**src/rtl/dm_pkg.sv**
```systemverilog
// -----------------------------------------------------------------------------
// dm_pkg
// Shared DMI definitions for the debug-module side of the DTM link: packed
// request/response layouts as they appear on the DMI FIFO pair, the operation
// and response encodings, and the raw widths of both FIFO words.
// No ports (package).
// -----------------------------------------------------------------------------
package dm_pkg;

  localparam int DmiReqWidth  = 41;
  localparam int DmiRespWidth = 34;

  typedef enum logic [1:0] {
    DTM_NOP   = 2'd0,
    DTM_READ  = 2'd1,
    DTM_WRITE = 2'd2,
    DTM_RSVD  = 2'd3
  } dtm_op_e;

  // Encoding 1 is reserved on the wire and never produced here.
  typedef enum logic [1:0] {
    DMI_SUCCESS = 2'd0,
    DMI_FAILED  = 2'd2,
    DMI_BUSY    = 2'd3
  } dmi_resp_e;

  typedef struct packed {
    logic [6:0]  addr;
    logic [31:0] data;
    dtm_op_e     op;
  } dmi_req_t;

  typedef struct packed {
    logic [31:0] data;
    dmi_resp_e   resp;
  } dmi_resp_t;

endpackage

```
**src/rtl/dmi_reg_bridge.sv**
```systemverilog
// -----------------------------------------------------------------------------
// dmi_reg_bridge
// Core-domain consumer of the DMI request/response FIFO pair. One DMI request
// is accepted at a time and turned into a single req/gnt/rvalid register-bus
// transaction; the completion (or a watchdog expiry) becomes one DMI response.
//
// Ports
//   clk_i, rst_i            core clock, synchronous active-high reset
//   dmi_req_i[40:0]         {addr[6:0], data[31:0], op[1:0]}
//   dmi_req_valid_i/ready_o request handshake (ready only in IDLE)
//   dmi_resp_o[33:0]        {data[31:0], resp[1:0]}
//   dmi_resp_valid_o/ready_i response handshake
//   reg_req_o, reg_we_o,    register-bus request, held stable until grant
//   reg_addr_o, reg_wdata_o
//   reg_gnt_i               grant of the current request
//   reg_rvalid_i, reg_rdata_i, reg_error_i   completion with read data/error
// -----------------------------------------------------------------------------
module dmi_reg_bridge
  import dm_pkg::*;
#(
  parameter int AddrWidth     = 7,
  parameter int TimeoutCycles = 255,
  parameter bit NopResponds   = 1'b1
) (
  input  logic                    clk_i,
  input  logic                    rst_i,

  input  logic [DmiReqWidth-1:0]  dmi_req_i,
  input  logic                    dmi_req_valid_i,
  output logic                    dmi_req_ready_o,

  output logic [DmiRespWidth-1:0] dmi_resp_o,
  output logic                    dmi_resp_valid_o,
  input  logic                    dmi_resp_ready_i,

  output logic                    reg_req_o,
  output logic                    reg_we_o,
  output logic [AddrWidth-1:0]    reg_addr_o,
  output logic [31:0]             reg_wdata_o,
  input  logic                    reg_gnt_i,
  input  logic                    reg_rvalid_i,
  input  logic [31:0]             reg_rdata_i,
  input  logic                    reg_error_i
);

  localparam int CntW = $clog2(TimeoutCycles + 1);

  typedef enum logic [1:0] {
    ST_IDLE  = 2'd0,
    ST_ISSUE = 2'd1,
    ST_WAIT  = 2'd2,
    ST_RESP  = 2'd3
  } state_e;

  state_e                state_q,      state_d;
  logic                  reg_req_q,    reg_req_d;
  logic                  reg_we_q,     reg_we_d;
  logic [AddrWidth-1:0]  reg_addr_q,   reg_addr_d;
  logic [31:0]           reg_wdata_q,  reg_wdata_d;
  logic                  resp_valid_q, resp_valid_d;
  dmi_resp_t             resp_q,       resp_d;
  logic [CntW-1:0]       cnt_q,        cnt_d;

  dmi_req_t              req;
  logic                  completion;
  logic                  expiring;

  assign req = dmi_req_t'(dmi_req_i);

  // A completion is either rvalid together with the grant while still
  // issuing, or rvalid while waiting. rvalid seen anywhere else is stale.
  assign completion = ((state_q == ST_ISSUE) && reg_gnt_i && reg_rvalid_i) ||
                      ((state_q == ST_WAIT)  && reg_rvalid_i);

  // cnt_q counts ISSUE/WAIT cycles already spent; this cycle is the last
  // one allowed when it equals TimeoutCycles-1.
  assign expiring = (cnt_q == CntW'(TimeoutCycles - 1));

  always_comb begin
    state_d      = state_q;
    reg_req_d    = reg_req_q;
    reg_we_d     = reg_we_q;
    reg_addr_d   = reg_addr_q;
    reg_wdata_d  = reg_wdata_q;
    resp_valid_d = resp_valid_q;
    resp_d       = resp_q;
    cnt_d        = cnt_q;

    unique case (state_q)
      ST_IDLE: begin
        if (dmi_req_valid_i) begin
          unique case (req.op)
            DTM_READ, DTM_WRITE: begin
              state_d     = ST_ISSUE;
              reg_req_d   = 1'b1;
              reg_we_d    = (req.op == DTM_WRITE);
              reg_addr_d  = req.addr;
              reg_wdata_d = req.data;
              cnt_d       = '0;
            end
            DTM_RSVD: begin
              state_d      = ST_RESP;
              resp_valid_d = 1'b1;
              resp_d       = '{data: 32'h0, resp: DMI_FAILED};
            end
            default: begin
              // NOP: either acknowledged with an empty success or dropped.
              if (NopResponds) begin
                state_d      = ST_RESP;
                resp_valid_d = 1'b1;
                resp_d       = '{data: 32'h0, resp: DMI_SUCCESS};
              end
            end
          endcase
        end
      end

      ST_ISSUE, ST_WAIT: begin
        if (cnt_q != CntW'(TimeoutCycles)) begin
          cnt_d = cnt_q + 1'b1;
        end

        // Completion takes priority over a watchdog expiry in the same cycle.
        if (completion) begin
          state_d      = ST_RESP;
          reg_req_d    = 1'b0;
          resp_valid_d = 1'b1;
          if (reg_error_i) begin
            resp_d = '{data: 32'h0, resp: DMI_FAILED};
          end else begin
            resp_d = '{data: (reg_we_q ? 32'h0 : reg_rdata_i), resp: DMI_SUCCESS};
          end
        end else if (expiring) begin
          state_d      = ST_RESP;
          reg_req_d    = 1'b0;
          resp_valid_d = 1'b1;
          resp_d       = '{data: 32'h0, resp: DMI_FAILED};
        end else if ((state_q == ST_ISSUE) && reg_gnt_i) begin
          state_d   = ST_WAIT;
          reg_req_d = 1'b0;
        end
      end

      default: begin
        if (dmi_resp_ready_i) begin
          state_d      = ST_IDLE;
          resp_valid_d = 1'b0;
        end
      end
    endcase
  end

  always_ff @(posedge clk_i) begin
    if (rst_i) begin
      state_q      <= ST_IDLE;
      reg_req_q    <= 1'b0;
      reg_we_q     <= 1'b0;
      reg_addr_q   <= '0;
      reg_wdata_q  <= '0;
      resp_valid_q <= 1'b0;
      resp_q       <= '{data: 32'h0, resp: DMI_SUCCESS};
      cnt_q        <= '0;
    end else begin
      state_q      <= state_d;
      reg_req_q    <= reg_req_d;
      reg_we_q     <= reg_we_d;
      reg_addr_q   <= reg_addr_d;
      reg_wdata_q  <= reg_wdata_d;
      resp_valid_q <= resp_valid_d;
      resp_q       <= resp_d;
      cnt_q        <= cnt_d;
    end
  end

  // Ready is a pure function of state, forced low while reset is held.
  assign dmi_req_ready_o  = (state_q == ST_IDLE) && !rst_i;
  assign dmi_resp_o       = resp_q;
  assign dmi_resp_valid_o = resp_valid_q;
  assign reg_req_o        = reg_req_q;
  assign reg_we_o         = reg_we_q;
  assign reg_addr_o       = reg_addr_q;
  assign reg_wdata_o      = reg_wdata_q;

endmodule
```
**config.mk**
```make
export PLATFORM = sky130hd
export DESIGN_NAME = dmi_reg_bridge
export DESIGN_NICKNAME = d
export VERILOG_FILES = /design/src/rtl/dm_pkg.sv /design/src/rtl/dmi_reg_bridge.sv
export SDC_FILE = /design/constraint.sdc
export NUM_CORES = 1
export LEC_CHECK = 0
export ABC_AREA = 1
export BUFFER_PORTS_ARGS = -buffer_cell sky130_fd_sc_hd__clkbuf_2
export CORE_AREA = 4 4 127 129
export CTS_CLUSTER_SIZE = 10
export DETAILED_ROUTE_END_ITERATION = 10
export DIE_AREA = 0 0 131 133
export PLACE_DENSITY_LB_ADDON = 0.25
export SLEW_MARGIN = 30
export SYNTH_ARGS = -nofsm -noshare
export SYNTH_HDL_FRONTEND = slang
export SYNTH_SLANG_ARGS = --single-unit
```
**constraint.sdc**
```tcl
create_clock -name clk_i -period 4.7 [get_ports clk_i]
set_input_delay 0.94 -clock clk_i [delete_from_list [all_inputs] [get_ports clk_i]]
set_output_delay 0.94 -clock clk_i [all_outputs]
set_load 0.02 [all_outputs]
```
-- Word-level counts from Yosys, hierarchy flattened
Index checks and enable logic that the tools add are counted.
- flip-flop bits (word level): 86
- input port bits: 80
- output and inout port bits: 77
- logic and storage cells: 70
- add/sub/neg operators: 1
- eq/ne operators: 13
- muxes and demuxes: 30
- reduce and logical (&&, ||, !) cells: 17
- operators with widths (kind ; count):
    2-to-1 mux 34 bit ; 4
    one-hot mux 34 bit (2 select lines) ; 2
    2-to-1 mux 32 bit ; 1
    2-to-1 mux 8 bit ; 3
    one-hot mux 8 bit (2 select lines) ; 1
    AND reduction 4 bit ; 4
    2-to-1 mux 2 bit ; 6
    2-to-1 mux 1 bit ; 10
    adder 8 x 1 -> 8 bit, second input constant ; 1
    equality test 8 bit, second input constant ; 1
    inequality test 8 bit, second input constant ; 1
    equality test 2 bit, second input constant ; 3
    inequality test 2 bit, second input constant ; 3
    AND reduction 3 bit ; 2
    equality test 2 x 1 -> 1 bit, second input constant ; 2
    logical AND 1 bit ; 4
    inequality test 4 bit, second input constant ; 1
    one-hot mux 1 bit (2 select lines) ; 2
    one-hot mux 2 bit (2 select lines) ; 1
    OR reduction 2 bit ; 2
    inequality test 3 bit, second input constant ; 1
    nonzero test 3 bit ; 1
    zero test 2 bit ; 1
    inequality test 2 x 1 -> 1 bit, second input constant ; 1
    other kinds (3) ; 3

-- Depth between registers and ports, before layout
Gate-level depths: netlist of the first run.
- depth in word-level cells: 6
- depth in mapped cells: 12
- gate-level depth less buffers: 11

-- Worst setup path after synthesis of the first run
No wires, ideal clock.
- path type: input port to output port
- start point: input rst_i
- end point: output dmi_req_ready_o
- arrival: 1404 ps
- path slack: 2356 ps
- stages on the path: 2
- buffers on the path: 1
- path through: clkbuf_1 nor2_1
- cells in the longest elaborated chain, start to end: 2
- RTL lines (element ; line ; RTL):
    start, declared ; dmi_reg_bridge.sv:26 ; input logic rst_i,
    zero test 1 bit ; dmi_reg_bridge.sv:176 ; assign dmi_req_ready_o = (state_q == ST_IDLE) && !rst_i;
    logical AND 1 bit ; dmi_reg_bridge.sv:176 ;
    end, declared ; dmi_reg_bridge.sv:30 ; output logic dmi_req_ready_o,
No other way between the ends.

-- Worst setup path in the final report of the first run
- start point: input dmi_req_i[0]
- end point: register resp_q (netlist bit dmi_resp_o[30])
- cells in the longest elaborated chain, start to end: 4
- RTL lines (element ; line ; RTL):
    start, declared ; dmi_reg_bridge.sv:28 ; input logic [DmiReqWidth-1:0] dmi_req_i,
    equality test 2 bit or equality test 2 x 1 -> 1 bit (tied branches) ; dmi_reg_bridge.sv:92 ; unique case (req.op)
    OR reduction 2 bit * ; dmi_reg_bridge.sv:92 ;
    inequality test 2 bit (no line) * ; n/a ;
    AND reduction 4 bit (no line) * ; n/a ;
    end signal, assigned ; dmi_reg_bridge.sv:161 ; resp_q <= '{data: 32'h0, resp: DMI_SUCCESS};
    end signal, assigned ; dmi_reg_bridge.sv:170 ; resp_q <= resp_d;
    end, declared ; dmi_reg_bridge.sv:61 ; dmi_resp_t resp_q, resp_d;
Every way passes the cells marked *; elsewhere a longest branch is shown, timed or not.
A chain may end at the register's enable or synchronous reset.

==> results of run 1 <==
[layer usage]
| layer | global-route usage, % | wire length (microns) | vias to the layer above |
|---|---|---|---|
| met5 | 0 | 0 | - |
| met4 | 3.086 | 91 | 0 |
| met3 | 7.226 | 1181 | 6 |
| met2 | 16.93 | 4186 | 122 |
| met1 | 14.29 | 4505 | 1448 |
| li1 | - | - | 1928 |
[synthesized netlist by cell type, drive strengths merged]
cell type | number | area share (%)
conb | 1 | 0.10
ha | 8 | 2.7
nor3 | 1 | 0.14
nor2 | 142 | 14
a21oi | 37 | 5.0
buf | 12 | 2.5
clkbuf | 16 | 1.6
dfxtp | 85 | 46
nand3 | 12 | 2.0
inv | 78 | 7.9
o21ai | 54 | 7.3
nand3b | 1 | 0.20
nand2 | 95 | 9.6
nand4 | 2 | 0.34
[critical path, stage by stage]
cell      delay (ns)
clkbuf_2        0.09
inv_1           0.04
ha_1            0.28
inv_1           0.05
nand2_1         0.10
nand3_2         0.53
buf_4           0.48
a21oi_1         0.17
nor2_1          0.06
[worst paths after layout]
| path | to | slack (ns) |
|---|---|---|
| worst max-delay path | dmi_resp_o[30] | 2.18 |
| worst min-delay path | dmi_resp_valid_o | 0.46 |
| worst min register to register | dmi_resp_valid_o | 0.46 |
| worst max register to register | dmi_resp_o[30] | 2.33 |
[cells by family (layout without fill, tap and decap cells)]
group	after synthesis	after routing	share of synthesized area, %
adders and majority gates	8	8	2.706
buffers and inverters	106	252	12.07
AOI/OAI and AO/OA	91	91	12.31
DFF	85	85	45.99
and+or+nand+nor	253	253	26.82
other	1	1	0.1014
[state kept, by name (all words and copies together), names as in the netlist]
register	flops
dmi_resp_o	33
cnt_q	8
reg_addr_o	7
state_q	2
reg_wdata_o	32
reg_req_o	1
reg_we_o	1
dmi_resp_valid_o	1
[power groups by stage]
stage               sequential (W)  clock, W  combinational, W
global route               0.00106  0.000838           0.00160
floorplan                  0.00126         0          0.000846
finish                     0.00103  0.000778           0.00138
detailed placement         0.00105         0           0.00140
global placement           0.00104         0           0.00141
CTS                        0.00103  0.000810           0.00141
[metrics by stage]
step | worst slack (ns) | hold WS [ns] | cell area [sq um] | instances
6_report | 2.178 | 0.4637 | 4906 | 878
5_1_grt | 1.906 | 0.4956 | 4906 | 878
4_1_cts | 2.122 | 0.4667 | 4906 | 878
3_5_place_dp | 1.786 | 0.4568 | 4587 | 863
3_3_place_gp | 1.804 | 0.4572 | 4587 | 863
2_1_floorplan | 2.356 | 0.4363 | 3700 | 544
[layout make-up]
| class | count | area, sq um | share of cell area, % |
|---|---|---|---|
| flip-flops and latches | 85 | 1702 | 34.68 |
| multi-input cells | 353 | 1551 | 31.62 |
| repair buffers | 159 | 805.8 | 16.42 |
| inverters | 78 | 292.8 | 5.968 |
| well taps | 188 | 235.2 | 4.795 |
| clock buffers | 9 | 225.2 | 4.591 |
| clock inverters | 6 | 93.84 | 1.913 |
==> run metrics, run 1 <==
internal power consumption 0.001849 W; antenna violations before repair 0; CTS tree yes; power spent charging and discharging nets 0.001338 W; Die Y 133 microns; clock network fraction of design power 24.4%; Gate power share 43.3%; Final Power 0.003188 W; leading cell type in the layout, fill and taps excluded clkbuf_2; Switching Fraction 41.99%; maximum fanout encountered on the critical timing path 34; vias post-DR 3504; clock edge transition at the registers on the reported setup and hold paths 0.06 ns; global-route wire length before repair 16.08 mm; Num Clock Sinks 85; number of global-route vias before repair 3319; drt first-iter violations 76; synthesis-stage register bit count 85; Critical R2R Launch state_q[0]; fraction of layout instances using a drive strength above 1 26.96%; IO Port Bufs 155; total iterations of the first detailed-routing run 4; clock buffer count from CTS 9; root buffer cell clkbuf_16; portion of total power attributed to sequential cells 32.2%; Slew Limit Fails 0; number of nets at the end of the flow 774; post-layout minimum cycle time 2.522 ns; per-instance average area after synthesis 6.801 sq um; run status finished, final reports clean; remaining global-route overflow 0; wirelength, routed 9.965 mm; Post-Route Skew 0.005974 ns; hold buffer count at CTS 0; die footprint 17420 sq um; type of element launching the critical path input port; post-synthesis net count 632; later-pin clock latency in the skew report 0.34 ns; final clock period utilization by the worst path 53.66%; remaining routing DRC violations 0; layout overhead on the synthesized area 32.60%; Total Neg Setup Slack 0 ns; initial standard-cell utilization of the core 24.61%; critical path start-end classification in -> reg; Filler Cells Inserted 1688; leakage power figure 2.518 nW; worst hold path depth 2; gate count of the mapped netlist 544; maximum number of pins on one net before global-route repair 57; part of the Yosys area used for sequential elements 45.99%; Max VDD drop 0.2118 mV; Hold Startpoint dmi_resp_valid_o; count of antenna diodes in the layout 0; Worst Max-Slew Pin Slew 0.8337 ns; leading cell types in the layout, fill and taps excluded 155 x clkbuf_2, 141 x nor2_1, 95 x nand2_1, 85 x dfxtp_1, 70 x inv_1; drt wl/cell 11.35 microns; Post-CTS Setup Inserts 0; endpoint kind of the worst setup timing path flop; number of I/O pins 157; ratio of total power to cell area 649.7 nW/um^2; gr usage total 11.61%; Hold/Removal Path Class reg -> reg; number of warnings reported in the yosys synthesis log 0; Post-CTS Resized 0; maximum operating frequency 396.5 MHz; worst reg2reg path depth 7; Final GP Congestion 0.7341; number of hold violations in the final report 0; data required time at the worst endpoint 4.94 ns; Vias/cell 3.991; buffers from clock root to sink, at most 2; relative slew slack 44.42%; placed wire-length estimate after detailed placement 7.294 mm; setup repair after global routing missed its margin no; H-tree lvl count 3; total of endpoints with negative setup slack in the final report 0; Post-Syn Area 3700 sq um; area of the core region 15030 sq um; horizontal die dimension 131 microns; Arrival @ worst endpoint 2.76 ns; Final Util 32.63%; number of maximum-capacitance violations 0; residual antenna-violating net count after detailed routing 0; count of standard-cell rows 45; startpoint of the worst setup timing path dmi_req_i[0]; post-synthesis cell type count 20
No activity file was read; power rests on OpenSTA's default activity.
==> inputs of run 2 (changes only) <==
- clock period: 4.7 -> 2.35 ns (I/O delays scaled with it)
==> run 2 against run 1 <==
Compared with the run above:
- via count grew 1.9%
- global-route usage up 0.096 points
- core utilization up 0.29 points
- critical path depth decreased by 1
- clock power grew 100%
- critical endpoint is now dmi_resp_o[15]
==> run metrics, run 2 (synthesis gave the netlist of run 1 again) <==
IO Port Bufs 155 (unchanged); residual antenna-violating net count after detailed routing 0 (unchanged); Final GP Congestion 0.7872 (+7.2%); clock buffer count from CTS 9 (unchanged); global-route wire length before repair 16.34 mm (+1.6%); data required time at the worst endpoint 2.62 ns (-2.32 ns); Arrival @ worst endpoint 2.26 ns (-0.50 ns); total of endpoints with negative setup slack in the final report 0 (unchanged); H-tree lvl count 3 (unchanged); Vias/cell 4.051 (+1.5%); ratio of total power to cell area 1303 nW/um^2 (+100%); placed wire-length estimate after detailed placement 7.215 mm (-1.1%); CTS tree yes; horizontal die dimension 131 microns (unchanged); Hold/Removal Path Class in -> reg; leakage power figure 2.539 nW (+0.83%); endpoint kind of the worst setup timing path flop; drt wl/cell 11.51 microns (+1.4%); area of the core region 15030 sq um (unchanged); terminating pin of the worst hold path dmi_resp_o[25]; later-pin clock latency in the skew report 0.34 ns (about the same); leading cell types in the layout, fill and taps excluded 155 x clkbuf_2, 141 x nor2_1, 95 x nand2_1, 85 x dfxtp_1, 70 x inv_1; number of nets at the end of the flow 776 (+0.26%); gr usage total 11.71% (+0.096 points); highest-utilization routing layer at the global route stage met2; number of global-route vias before repair 3324 (+0.15%); count of antenna diodes in the layout 0 (unchanged); die footprint 17420 sq um (unchanged); number of flip-flops in the largest register 33 (unchanged); Post-CTS Resized 0 (unchanged); total iterations of the first detailed-routing run 5 (+1); buffers from clock root to sink, at most 2 (unchanged); remaining global-route overflow 0 (unchanged); number of I/O pins 157 (unchanged); vias post-DR 3569 (+1.9%); critical path start-end classification reg -> reg; Total Neg Setup Slack 0 ns (unchanged); Post-Route Skew 0.008012 ns (+0.002038 ns); wirelength, routed 10.14 mm (+1.8%); initial standard-cell utilization of the core 24.61% (unchanged); worst hold path depth 3 (+1); layout overhead on the synthesized area 33.78%; Die Y 133 microns (unchanged); Non-Filler Cell Area, Final 4950 sq um (+0.89%); clock edge transition at the registers on the reported setup and hold paths 0.06 ns (about the same); count of standard-cell rows 45 (unchanged); Hold Startpoint reg_rdata_i[23]; antenna violations before repair 0 (unchanged); hold buffer count at CTS 0 (unchanged); leading cell type in the layout, fill and taps excluded clkbuf_2; drt first-iter violations 79 (+3.9%); maximum operating frequency 503.1 MHz; worst reg2reg path depth 8 (+1); root buffer cell clkbuf_16; met2 routing resource usage after global routing 16.51% (-0.42 points); fraction of layout instances using a drive strength above 1 27.13% (+0.17 points); Num Clock Sinks 85 (unchanged); Worst R2R End dmi_resp_o[15]; number of hold violations in the final report 0 (unchanged); Post-CTS Setup Inserts 0 (unchanged); Slew Limit Fails 0 (unchanged); final clock period utilization by the worst path 84.58%; Filler Cells Inserted 1684 (-0.24%); maximum fanout encountered on the critical timing path 25 (-26%); remaining routing DRC violations 0 (unchanged); number of maximum-capacitance violations 0 (unchanged); setup repair after global routing missed its margin no; post-layout minimum cycle time 1.988 ns; maximum number of pins on one net before global-route repair 67 (+18%); run status finished, final reports clean; Max VDD drop 0.4451 mV (+110%); Critical R2R Launch state_q[0]; met3 usage 5.571% (-1.7 points); global routing met1 resource utilization 15.12% (+0.83 points); placement-stage cell area 4627 sq um (+0.87%); type of element launching the critical path flop; slack of the worst reg-to-reg path 0.36 ns (-1.97 ns)
run 2: how the worst max path moves through the flow:
stage | cells past startpoint | from | endpoint | slack, ns
after floorplan | 10 | dmi_req_i[0] | cnt_q[5] | 0.68
final | 8 | state_q[0] | dmi_resp_o[15] | 0.36
after CTS | 8 | state_q[0] | dmi_resp_o[15] | 0.34
after global routing | 8 | state_q[1] | dmi_resp_o[17] | 0.11
after detailed placement | 11 | dmi_req_i[0] | cnt_q[5] | 0.32
after global placement | 11 | dmi_req_i[0] | cnt_q[5] | 0.30
run 2: cell type report:
class / count / area [sq um] / area share (%)
clock buffer: 10 / 229.0 / 4.626
clock inverter: 6 / 93.84 / 1.896
inverter: 78 / 292.8 / 5.915
multi-input combinational: 353 / 1551 / 31.34
sequential: 85 / 1702 / 34.38
tap: 188 / 235.2 / 4.752
timing repair buffer: 161 / 845.8 / 17.09
run 2: report_power, final:
group	switching (W)	total, W	internal, W
sequential	0.000211	0.00206	0.00185
combinational	0.00188	0.00283	0.000951
clock	0.000622	0.00156	0.000942
total	0.00271	0.00645	0.00374
run 2: critical path: stages (launching register included):
cell and delay (ns):
dfxtp_1 0.37, inv_1 0.09, ha_1 0.45, inv_2 0.12, nor2_1 0.13, nand3_2 0.11, inv_2 0.38, a21oi_1 0.16
nor2_1 0.10
run 2: layer usage:
layer  wire length, microns  vias to the layer above
met5                      0                        -
met4                    180                        0
met3                   1092                       11
met2                   4138                      122
met1                   4728                     1493
li1                       -                     1943
run 2: stage by stage:
stage / total power [W] / hold slack (ns) / util [%] / setup slack, ns / instances
after floorplan: 0.004220 / 0.4363 / - / 0.6817 / 544
after global placement: 0.004967 / 0.4537 / 30.78 / 0.3013 / 865
after detailed placement: 0.004970 / 0.4515 / 30.78 / 0.3155 / 865
after CTS: 0.006578 / 0.3428 / 32.93 / 0.3361 / 881
after global routing: 0.007042 / 0.3539 / 32.93 / 0.1119 / 881
final: 0.006451 / 0.3621 / 32.93 / 0.3623 / 881
==> inputs of run 3 (changes only) <==
- clock period: 2.35 -> 2 ns (I/O delays scaled with it)
==> run 3 against run 2 <==
Compared with the run above:
- combinational power up 21%
- non-clock buffer count up 7
- power up 16%
- die area unchanged
- highest routed layer unchanged
==> run metrics, run 3 (synthesis gave the netlist of run 1 again) <==
placed wire-length estimate after detailed placement 7.478 mm (+3.6%); peak per-stage delay on the critical path 0.33 ns (-0.12 ns); later-pin clock latency in the skew report 0.34 ns (about the same); maximum number of pins on one net before global-route repair 41 (-39%); Non-Filler Cell Area, Final 4994 sq um (+0.88%); total iterations of the first detailed-routing run 4 (-1); initial standard-cell utilization of the core 24.61% (unchanged); placement-stage cell area 4692 sq um (+1.4%); post-layout minimum cycle time 1.778 ns; wirelength, routed 10.22 mm (+0.76%); drt wl/cell 11.51 microns (about the same); Total Neg Setup Slack 0 ns (unchanged); maximum fanout encountered on the critical timing path 6 (-76%); final clock period utilization by the worst path 88.90%; leakage power figure 2.566 nW (+1.1%); number of flip-flops in the largest register 33 (unchanged); data required time at the worst endpoint 1.60 ns (-1.02 ns); remaining global-route overflow 0 (unchanged); clock buffer count from CTS 9 (unchanged); count of antenna diodes in the layout 0 (unchanged); number of maximum-capacitance violations 0 (unchanged); hold buffer count at CTS 0 (unchanged); IO Port Bufs 155 (unchanged); number of nets at the end of the flow 783 (+0.90%); horizontal die dimension 131 microns (unchanged); Final GP Congestion 0.8408 (+6.8%); residual antenna-violating net count after detailed routing 0 (unchanged); number of global-route vias before repair 3433 (+3.3%); Hold/Removal Path Class in -> reg; Num Clock Sinks 85 (unchanged); area of the core region 15030 sq um (unchanged); critical path start-end classification reg -> out; count of standard-cell rows 45 (unchanged); layout overhead on the synthesized area 34.97%; remaining routing DRC violations 0 (unchanged); fraction of layout instances using a drive strength above 1 28.14% (+1.0 points); Post-Route Skew 0.006717 ns (-0.001295 ns); buffers from clock root to sink, at most 2 (unchanged); leading cell type in the layout, fill and taps excluded clkbuf_2; total of endpoints with negative setup slack in the final report 0 (unchanged); clock edge transition at the registers on the reported setup and hold paths 0.07 ns (about the same); global-route wire length before repair 16.57 mm (+1.4%); Vias/cell 4.059 (+0.18%); Slew Limit Fails 0 (unchanged); die footprint 17420 sq um (unchanged); gr usage total 12.07% (+0.36 points); number of I/O pins 157 (unchanged); run status finished, final reports clean; critical-path cell with the highest stage delay dfxtp_1; ratio of total power to cell area 1502 nW/um^2 (+15%); endpoint kind of the worst setup timing path output port; setup repair after global routing missed its margin no; CTS tree yes; Max VDD drop 0.6679 mV (+50%); antenna violations before repair 0 (unchanged); H-tree lvl count 3 (unchanged); maximum operating frequency 562.4 MHz; Die Y 133 microns (unchanged); leading cell types in the layout, fill and taps excluded 155 x clkbuf_2, 141 x nor2_1, 94 x nand2_1, 85 x dfxtp_1, 70 x inv_1; root buffer cell clkbuf_16; number of hold violations in the final report 0 (unchanged); type of element launching the critical path flop; Arrival @ worst endpoint 1.38 ns (-0.88 ns); Final Util 33.22% (+0.29 points); vias post-DR 3604 (+0.98%); ordered list of cells on the worst path inv_1 -> ha_1 -> inv_2 -> nor2_1 -> clkbuf_2; drt first-iter violations 84 (+6.3%)
==> run 3: cell types whose count changed in the layout (fill, tap and decap cells not counted), sizes merged <==
cell    before  now
buf          6   13
inv         80   79
clkbuf     165  167
bufinv       2    0
clkinv       1    2
==> run 3: worst max-delay path, delay by kind of cell, from the launching register on <==
family                   cells  cell delay, ns
buffers and inverters        3            0.34
flip-flops                   1            0.33
AND/OR/NAND/NOR              1            0.08
adder cells (fa/ha/maj)      1            0.29
==> run 3: worst paths after layout <==
path	startpoint	endpoint	slack, ns	cells past startpoint
worst min-delay path	reg_rdata_i[31]	dmi_resp_o[33]	0.29	3
worst max register to register	state_q[0]	cnt_q[5]	0.24	10
worst min register to register	cnt_q[6]	cnt_q[6]	0.46	2
worst max-delay path	state_q[0]	dmi_req_ready_o	0.22	5
==> run 3: what timing repair did <==
item	in CTS	in global routing
endpoints found under the setup margin	0	26
setup buffers	0	0
hold endpoints to repair	0	0
gates resized for setup	0	3
==> run 3: final cells by class <==
cell class | count | area (sq um)
multi-input cells | 353 | 1554
fillers | 1644 | 10040
inverters | 78 | 295.3
clock inverters | 4 | 30.03
repair buffers | 168 | 910.9
clock buffers | 12 | 266.5
flip-flops and latches | 85 | 1702
well taps | 188 | 235.2
==> run 3: through the flow <==
step	worst slack (ns)	instances	total power [W]	hold WS, ns
2_1_floorplan	0.3521	544	0.004959	0.4363
3_3_place_gp	0.1072	872	0.005911	0.4575
3_5_place_dp	0.1165	872	0.005895	0.4578
4_1_cts	0.1508	888	0.007612	0.2695
5_1_grt	0.01842	888	0.008202	0.2823
6_report	0.2220	888	0.007499	0.2874
==> run 3: layer usage <==
layer	GRT usage (%)	wire length, microns	up-vias
met5	0	0	-
met4	4.114	139	0
met3	6.459	1141	12
met2	17.27	4278	121
met1	15.39	4657	1515
li1	-	-	1956
==> run 3: power breakdown <==
part | leakage [nW] | total (W) | internal [W] | switching, W
registers | 0.698 | 0.00241 | 0.00217 | 0.000241
clock network | 0.145 | 0.00167 | 0.000949 | 0.000717
logic | 1.72 | 0.00342 | 0.00120 | 0.00222
